File: src/rtl/btn_conditioner.sv
// Multi-channel button conditioner: 2-FF sync, polarity, debounce, edge/long/repeat strobes.
// Latency: 2 + DB_CYCLES cycles from input edge to btn_level/btn_press; strobes are 1 cycle.
// No backpressure: strobes are fire-and-forget and must be consumed in the cycle they assert.
module btn_conditioner #(
    parameter int              N_CH          = 8,
    parameter int              DB_CYCLES     = 2_000_000,
    parameter int              LONG_CYCLES   = 100_000_000,
    parameter int              REPEAT_CYCLES = 20_000_000,
    parameter logic [N_CH-1:0] INVERT        = '0
) (
    input  logic            clk,
    input  logic            rst_n,
    input  logic [N_CH-1:0] btn_in,
    output logic [N_CH-1:0] btn_level,
    output logic [N_CH-1:0] btn_press,
    output logic [N_CH-1:0] btn_release,
    output logic [N_CH-1:0] btn_long,
    output logic [N_CH-1:0] btn_repeat,
    output logic            any_active
);

    localparam int DBW = $clog2(DB_CYCLES + 1);
    localparam int HW  = (LONG_CYCLES > 1) ? $clog2(LONG_CYCLES) : 1;
    localparam int RW  = (REPEAT_CYCLES > 0) ? $clog2(REPEAT_CYCLES + 1) : 1;

    localparam logic [DBW-1:0] DB_LAST   = DBW'(DB_CYCLES - 1);
    localparam logic [HW-1:0]  HOLD_LAST = HW'(LONG_CYCLES - 1);
    localparam logic [RW-1:0]  REP_LAST  = RW'((REPEAT_CYCLES > 0) ? REPEAT_CYCLES - 1 : 0);

    typedef enum logic [1:0] {
        ST_IDLE,
        ST_HOLD,
        ST_REPEAT,
        ST_LATCHED
    } hold_st_e;

    logic [N_CH-1:0] sync1_q, sync1_d;
    logic [N_CH-1:0] sync2_q, sync2_d;
    logic [N_CH-1:0] level_q, level_d;
    logic [N_CH-1:0] press_q, press_d;
    logic [N_CH-1:0] release_q, release_d;
    logic [N_CH-1:0] long_q, long_d;
    logic [N_CH-1:0] repeat_q, repeat_d;
    logic [DBW-1:0]  db_cnt_q [N_CH];
    logic [DBW-1:0]  db_cnt_d [N_CH];
    logic [HW-1:0]   hold_cnt_q [N_CH];
    logic [HW-1:0]   hold_cnt_d [N_CH];
    logic [RW-1:0]   rep_cnt_q [N_CH];
    logic [RW-1:0]   rep_cnt_d [N_CH];
    hold_st_e        st_q [N_CH];
    hold_st_e        st_d [N_CH];

    logic [N_CH-1:0] s;
    logic [N_CH-1:0] upd;

    always_comb begin
        sync1_d   = btn_in;
        sync2_d   = sync1_q;
        s         = sync2_q ^ INVERT;
        level_d   = level_q;
        press_d   = '0;
        release_d = '0;
        long_d    = '0;
        repeat_d  = '0;
        upd       = '0;
        for (int i = 0; i < N_CH; i++) begin
            db_cnt_d[i]   = db_cnt_q[i];
            hold_cnt_d[i] = hold_cnt_q[i];
            rep_cnt_d[i]  = rep_cnt_q[i];
            st_d[i]       = st_q[i];

            // Debounce: any matching sample restarts the run of mismatches.
            if (s[i] == level_q[i]) begin
                db_cnt_d[i] = '0;
            end else if (db_cnt_q[i] == DB_LAST) begin
                upd[i]       = 1'b1;
                level_d[i]   = s[i];
                db_cnt_d[i]  = '0;
                press_d[i]   = s[i];
                release_d[i] = ~s[i];
            end else begin
                db_cnt_d[i] = db_cnt_q[i] + 1'b1;
            end

            case (st_q[i])
                ST_IDLE: begin
                    if (upd[i] && s[i]) begin
                        st_d[i]       = ST_HOLD;
                        hold_cnt_d[i] = '0;
                        rep_cnt_d[i]  = '0;
                    end
                end
                ST_HOLD: begin
                    if (hold_cnt_q[i] == HOLD_LAST) begin
                        long_d[i]    = 1'b1;
                        rep_cnt_d[i] = '0;
                        st_d[i]      = (REPEAT_CYCLES > 0) ? ST_REPEAT : ST_LATCHED;
                    end else begin
                        hold_cnt_d[i] = hold_cnt_q[i] + 1'b1;
                    end
                end
                ST_REPEAT: begin
                    if (rep_cnt_q[i] == REP_LAST) begin
                        repeat_d[i]  = 1'b1;
                        rep_cnt_d[i] = '0;
                    end else begin
                        rep_cnt_d[i] = rep_cnt_q[i] + 1'b1;
                    end
                end
                ST_LATCHED: ;
                default: st_d[i] = ST_IDLE;
            endcase

            // A release on the same edge as a threshold suppresses long/repeat.
            if (upd[i] && !s[i]) begin
                st_d[i]       = ST_IDLE;
                hold_cnt_d[i] = '0;
                rep_cnt_d[i]  = '0;
                long_d[i]     = 1'b0;
                repeat_d[i]   = 1'b0;
            end
        end
    end

    always_ff @(posedge clk or negedge rst_n) begin
        if (!rst_n) begin
            sync1_q   <= INVERT;
            sync2_q   <= INVERT;
            level_q   <= '0;
            press_q   <= '0;
            release_q <= '0;
            long_q    <= '0;
            repeat_q  <= '0;
            for (int i = 0; i < N_CH; i++) begin
                db_cnt_q[i]   <= '0;
                hold_cnt_q[i] <= '0;
                rep_cnt_q[i]  <= '0;
                st_q[i]       <= ST_IDLE;
            end
        end else begin
            sync1_q   <= sync1_d;
            sync2_q   <= sync2_d;
            level_q   <= level_d;
            press_q   <= press_d;
            release_q <= release_d;
            long_q    <= long_d;
            repeat_q  <= repeat_d;
            for (int i = 0; i < N_CH; i++) begin
                db_cnt_q[i]   <= db_cnt_d[i];
                hold_cnt_q[i] <= hold_cnt_d[i];
                rep_cnt_q[i]  <= rep_cnt_d[i];
                st_q[i]       <= st_d[i];
            end
        end
    end

    assign btn_level   = level_q;
    assign btn_press   = press_q;
    assign btn_release = release_q;
    assign btn_long    = long_q;
    assign btn_repeat  = repeat_q;
    assign any_active  = |level_q;

endmodule

File: config.mk
export PLATFORM = sky130hd
export DESIGN_NAME = btn_conditioner
export DESIGN_NICKNAME = d
export VERILOG_FILES = /design/src/rtl/btn_conditioner.sv
export SDC_FILE = /design/constraint.sdc
export NUM_CORES = 2
export LEC_CHECK = 0
export ABC_CLOCK_PERIOD_IN_PS = 3900
export BUFFER_PORTS_ARGS = -buffer_cell sky130_fd_sc_hd__buf_2
export CORE_MARGIN = 2
export CORE_UTILIZATION = 64
export CTS_CLUSTER_DIAMETER = 40
export DETAILED_ROUTE_END_ITERATION = 12
export PLACE_DENSITY = 0.87
export SLEW_MARGIN = 20
export SYNTH_ARGS = -nofsm -noshare
export SYNTH_HDL_FRONTEND = slang
export SYNTH_SLANG_ARGS = --single-unit
File: constraint.sdc
create_clock -name clk -period 3.9 [get_ports clk]
set_input_delay 0.195 -clock clk [delete_from_list [all_inputs] [get_ports clk]]
set_output_delay 0.195 -clock clk [all_outputs]
set_load 0.01 [all_outputs]
## Yosys cells after proc, flatten, opt, wreduce, memory -nomap -nowiden

Cells that the tools add are included.

- Bits in registers: 656
- Bits in latches: 0
- Bits in writable memories: 0
- ROM bits: 0
- Input port bits: 10
- Output and inout port bits: 41
- Logic and storage cells: 455
- Memories: 0

- $add $sub $neg: 24
- $mul: 0
- Divide/modulo/power cells: 0
- Order comparisons: 0
- Equal/unequal tests: 72
- Shift-type cells: 0
- Multiplexer cells: 216
- Bitwise operators: 16
- Reductions and logical operators: 81

Operators with widths:

| operator | number |
|---|---|
| 2-to-1 mux 25 bit | 32 |
| 2-to-1 mux 27 bit | 24 |
| one-hot mux 25 bit (3 select lines) | 8 |
| one-hot mux 27 bit (2 select lines) | 8 |
| 2-to-1 mux 21 bit | 16 |
| adder 27 x 1 -> 27 bit, second input constant | 8 |
| equality test 27 bit, second input constant | 8 |
| adder 25 x 1 -> 25 bit, second input constant | 8 |
| equality test 25 bit, second input constant | 8 |
| adder 21 x 1 -> 21 bit, second input constant | 8 |
| equality test 21 bit, second input constant | 8 |
| 2-to-1 mux 1 bit | 96 |
| inequality test 3 bit, second input constant | 24 |
| AND reduction 3 bit | 24 |
| 2-to-1 mux 2 bit | 24 |
| one-hot mux 2 bit (2 select lines) | 8 |
| nonzero test 4 bit | 8 |
| nonzero test 3 bit | 8 |
| equality test 2 x 1 -> 1 bit, second input constant | 8 |
| equality test 2 bit, second input constant | 8 |
| logical AND 1 bit | 16 |
| logical NOT 2 bit | 8 |
| NOT 1 bit | 16 |
| AND reduction 2 bit | 8 |
| other kinds (3) | 17 |

## Logic depth before layout (Yosys ltp)

- Depth in word-level cells: 7
- Gate-level depth with buffers: 11
- Depth with buffers taken out: 9

## Worst setup path before layout

OpenSTA, ideal clock, no wires.

- Path kind: register -> register
- Start point: register db_cnt_q[121] (netlist name)
- End point: register hold_cnt_q[157] (netlist name)
- Setup time: 0.069 ns
- Data arrival time: 2.848 ns
- Data required time: 3.831 ns
- Setup slack: 0.983 ns
- Cell stages (with the launch flop): 9
- Buffers on the path: 2
- Period minus slack after synthesis: 2.917 ns
- Cell sequence: dfrtp_1 -> or4b_1 -> or4_1 -> buf_2 -> o31a_4 -> or3_1 -> clkbuf_1 -> or4_1 -> nand3_1

- Longest elaborated chain between the ends: 6
- Elaborated cells on any way between the ends: 10
- Those cells by class: 3 x eq/ne; 3 x mux; 4 x reduce/logical

RTL lines:

| item | RTL line | RTL |
|---|---|---|
| start: declaration | 44 | `logic [DBW-1:0] db_cnt_q [N_CH];` |
| start signal: indexed assignment | 149 | `db_cnt_q[i] <= db_cnt_d[i];` |
| equality test 21 bit * | 75 | `end else if (db_cnt_q[i] == DB_LAST) begin` |
| 2-to-1 mux 1 bit * | 75 |  |
| 2-to-1 mux 1 bit * | 73 | `if (s[i] == level_q[i]) begin` |
| logical AND 1 bit, on equally long branches | 115, 87 |  |
| inequality test 3 bit (no line) or nonzero test 3 bit (tied branches) | - |  |
| AND reduction 3 bit (no line) | - |  |
| end signal: indexed assignment | 150 | `hold_cnt_q[i] <= hold_cnt_d[i];` |
| end: declaration | 46 | `logic [HW-1:0] hold_cnt_q [N_CH];` |

Mark *: on every way between the ends. The rest lies on a longest branch, timed or not.
A chain may end at the register's enable or synchronous reset.

## Worst setup path in the final report

- Start point: register db_cnt_q[140] (netlist name)
- End point: register rep_cnt_q[168] (netlist name)

- Longest elaborated chain between the ends: 6
- Elaborated cells on any way between the ends: 10
- Those cells by class: 3 x eq/ne; 3 x mux; 4 x reduce/logical

RTL lines:

| item | RTL line | RTL |
|---|---|---|
| equality test 21 bit * | 75 |  |
| 2-to-1 mux 1 bit * | 75 |  |
| 2-to-1 mux 1 bit * | 73 |  |
| logical AND 1 bit, on equally long branches | 115, 87 |  |
| inequality test 3 bit (no line) or nonzero test 4 bit (tied branches) | - |  |
| AND reduction 3 bit (no line) | - |  |
| end signal: indexed assignment | 151 | `rep_cnt_q[i] <= rep_cnt_d[i];` |
| end: declaration | 48 | `logic [RW-1:0] rep_cnt_q [N_CH];` |

Marks and branches as above.

==> results.json <==
{
  "ys_warn_count": 0,
  "seqPwrFrac_pct": 41.0,
  "setup_viol": 0,
  "drc": 0,
  "synth_top_family_by_area": "simple AND/OR/NAND/NOR gates",
  "worstPathRequired_ps": 4410,
  "synthTopCellsByArea": "dfrtp_1 (46%), o21ai_0 (5.4%), nor2_1 (4.0%)",
  "worstSetupEndpointType": "register",
  "synthXorXnorAreaFrac_pct": 3.94,
  "leakagePower_nw": 16.6,
  "min_period_ps": 3520,
  "num_io_pins": 51,
  "top_layer": "met4",
  "clock_latency_ps": 650,
  "diodes": 0,
  "synth_common_cells": "dfrtp_1 (656), o21ai_0 (383), nor2_1 (376), nand2_1 (361), nand3_1 (256)",
  "clkPwrFrac_pct": 57.6,
  "max-clock-path-buffers": 3,
  "cts.hold.buffers_added": 9,
  "synthMostInstantiatedCell": "dfrtp_1",
  "place_area_um2": 36500,
  "syn-instance-count": 3990,
  "status": "finished, final reports clean",
  "crit_chain": "or4_1, or4_1, o31ai_2, o21ai_1, nand2b_1, o41ai_1",
  "post-synth-top-area-cell": "dfrtp_1",
  "syn-num-nets": 4039,
  "drive_gt1_share_pct": 9.12,
  "synth-adder-area-share_pct": 1.38,
  "critPathKind": "reg -> reg",
  "via_per_inst": 6.50,
  "synth_top_area_share_pct": 46.4,
  "p_switching_mw": 3.83,
  "finalWirelength_um": 83200,
  "final-hold-violation-count": 0,
  "timing.max_cap.violations": 0,
  "async_flop_share_pct": 100,
  "arrival_ps": 4030,
  "slew_violations": 0,
  "numCtsBuffers": 104,
  "grt_pass1_wl_um": 142000,
  "portBuffers": 50,
  "core_area_um2": 54900,
  "die_y_um": 239,
  "period_share_pct": 90.2,
  "finish.instance_area_um2": 40300,
  "h-tree-depth": 3,
  "power.density_nw_per_um2": 415,
  "syn_area_um2": 35400,
  "dp_hpwl_um": 51900,
  "tritoncts": "done",
  "m1WireLength_um": 36600,
  "synth_cell_types": 78,
  "critPathSlowestCell": "or4_1",
  "grt_setup_unrepaired": "no",
  "power.share.switching_pct": 22.9,
  "vias": 31535,
  "grt_pass1_vias": 29581,
  "routedWlPerCell_um": 17.2,
  "wl_met2_um": 39600,
  "drt_iter0_markers": 2817,
  "ys_dominant_reg_cell": "dfrtp_1",
  "cts-root-buf": "clkbuf_16",
  "finalSetupTns_ps": 0,
  "cts_setup_buffers": 0,
  "synth-edff-count": 0,
  "synth_compound_area_share_pct": 16.6,
  "ys_seq_area_share_pct": 46.4,
  "muxShareOfSynthArea_pct": 0.881,
  "p_comb_share_pct": 1.4,
  "fmax_ghz": 0.284,
  "areaGrowthSynthToFinish_pct": 14.1,
  "ys_seq_elements": 656,
  "cp-start-kind": "register",
  "row_count": 86,
  "cp_common_cell": "or4_1",
  "finalNetCount": 4105,
  "start_util_pct": 64.4,
  "skew_ps": 19.2,
  "worstHoldPathType": "in -> async",
  "fillers": 3886,
  "ant_nets": 0,
  "groute.usage.overall_pct": 29.2,
  "cpPeakStageDelay_ps": 730,
  "clk_pin_slew_worst_paths_ps": 60,
  "tightest_slew_ps": 1050,
  "max-vdd-ir-drop_v": 0.000547,
  "grt_overflow": 0,
  "dieWidth_um": 239,
  "gp_congestion": 0.890,
  "cp_max_fo": 18,
  "die-area_um2": 57100,
  "wl_met3_um": 4830,
  "grt_max_degree": 140,
  "hold_ws_ps": 85.3,
  "cts_resized": 0,
  "first_pass_iters": 8,
  "synthSimpleGateAreaFrac_pct": 27.8,
  "intPower_mw": 12.9,
  "antenna_found_initial": 0,
  "syn_avg_cell_area_um2": 8.86,
  "slew_headroom_pct": 29.1,
  "clock-sinks": 656
}
cells by family (layout without fill, tap and decap cells):
| family | count (synthesis) | count (layout) |
|---|---|---|
| fa+ha+maj | 39 | 39 |
| flops | 656 | 656 |
| mux | 30 | 30 |
| buf+inv | 279 | 434 |
| xor+xnor | 159 | 159 |
| compound gates | 950 | 950 |
| simple gates | 1877 | 1877 |
per-layer routing:
layer | track usage, % | vias to the layer above
met5 | 0 | -
met1 | 41.1 | 15238
met4 | 10.3 | 0
met2 | 46.5 | 1147
met3 | 4.26 | 196
li1 | - | 14954
flip-flops by register name, summed over array words and instances (netlist names), 16 cells and up:
| register | flops |
|---|---|
| hold_cnt_q | 216 |
| st_q | 16 |
| db_cnt_q | 168 |
| rep_cnt_q | 200 |
final cells by class:
cell class                 instances  area (um2)  area share, %
clock buffer                     119        2850           7.06
clock inverter                    76         855           2.12
inverter                         112         420           1.04
multi-input combinational       3055       18000           44.6
sequential                       656       16400           40.7
tap                              704         881           2.18
timing repair buffer             127         911           2.26
path summary, 6_finish.rpt:
| check | from | end | slack (ps) | depth (start not counted) |
|---|---|---|---|---|
| max in group asynchronous | rst_n | rep_cnt_q[146] | 2650 | 3 |
| min | rst_n | rep_cnt_q[186] | 90 | 2 |
| min reg2reg | sync1_q[7] | s[7] | 350 | 0 |
| max | db_cnt_q[140] | rep_cnt_q[168] | 380 | 6 |
| max reg2reg | db_cnt_q[140] | rep_cnt_q[168] | 380 | 6 |
| min in group clk | btn_in[6] | sync1_q[6] | 190 | 2 |
per-stage QoR:
step	cells	total power, mW	worst slack [ps]	utilization (%)
after floorplan	3990	7.04	983	-
after CTS	4849	16.9	439	73.5
final	4849	16.7	381	73.5
after detailed placement	4645	7.22	517	66.6
after global routing	4849	17.2	233	73.5
after global placement	4645	7.21	669	66.6
placed cells by master (no fill, tap or decap), types with 80 or more instances in the layout:
cell       instances
nor4_1            80
or3_1             87
nand2_1          361
clkbuf_16        109
nand4_1          140
nand3_1          256
a21oi_1          174
dfrtp_1          656
xor2_1            96
nor3_1           142
inv_1            112
nor2_1           375
o31ai_1           99
o21ai_0          382
and3_1           112
power by group through the flow:
stage / logic, mW / clock network, mW / registers [mW]
floorplan: 0.0658 / 0 / 6.98
global placement: 0.227 / 0 / 6.98
detailed placement: 0.232 / 0 / 6.98
CTS: 0.243 / 9.76 / 6.87
global route: 0.274 / 10.1 / 6.87
finish: 0.231 / 9.64 / 6.87
critical path: cells and delay by family (launching register included):
kind / cells / cell delay [ps]
simple gates: 3 / 1830
compound gates: 3 / 1120
flops: 1 / 430
No activity file was read; power rests on OpenSTA's default activity.
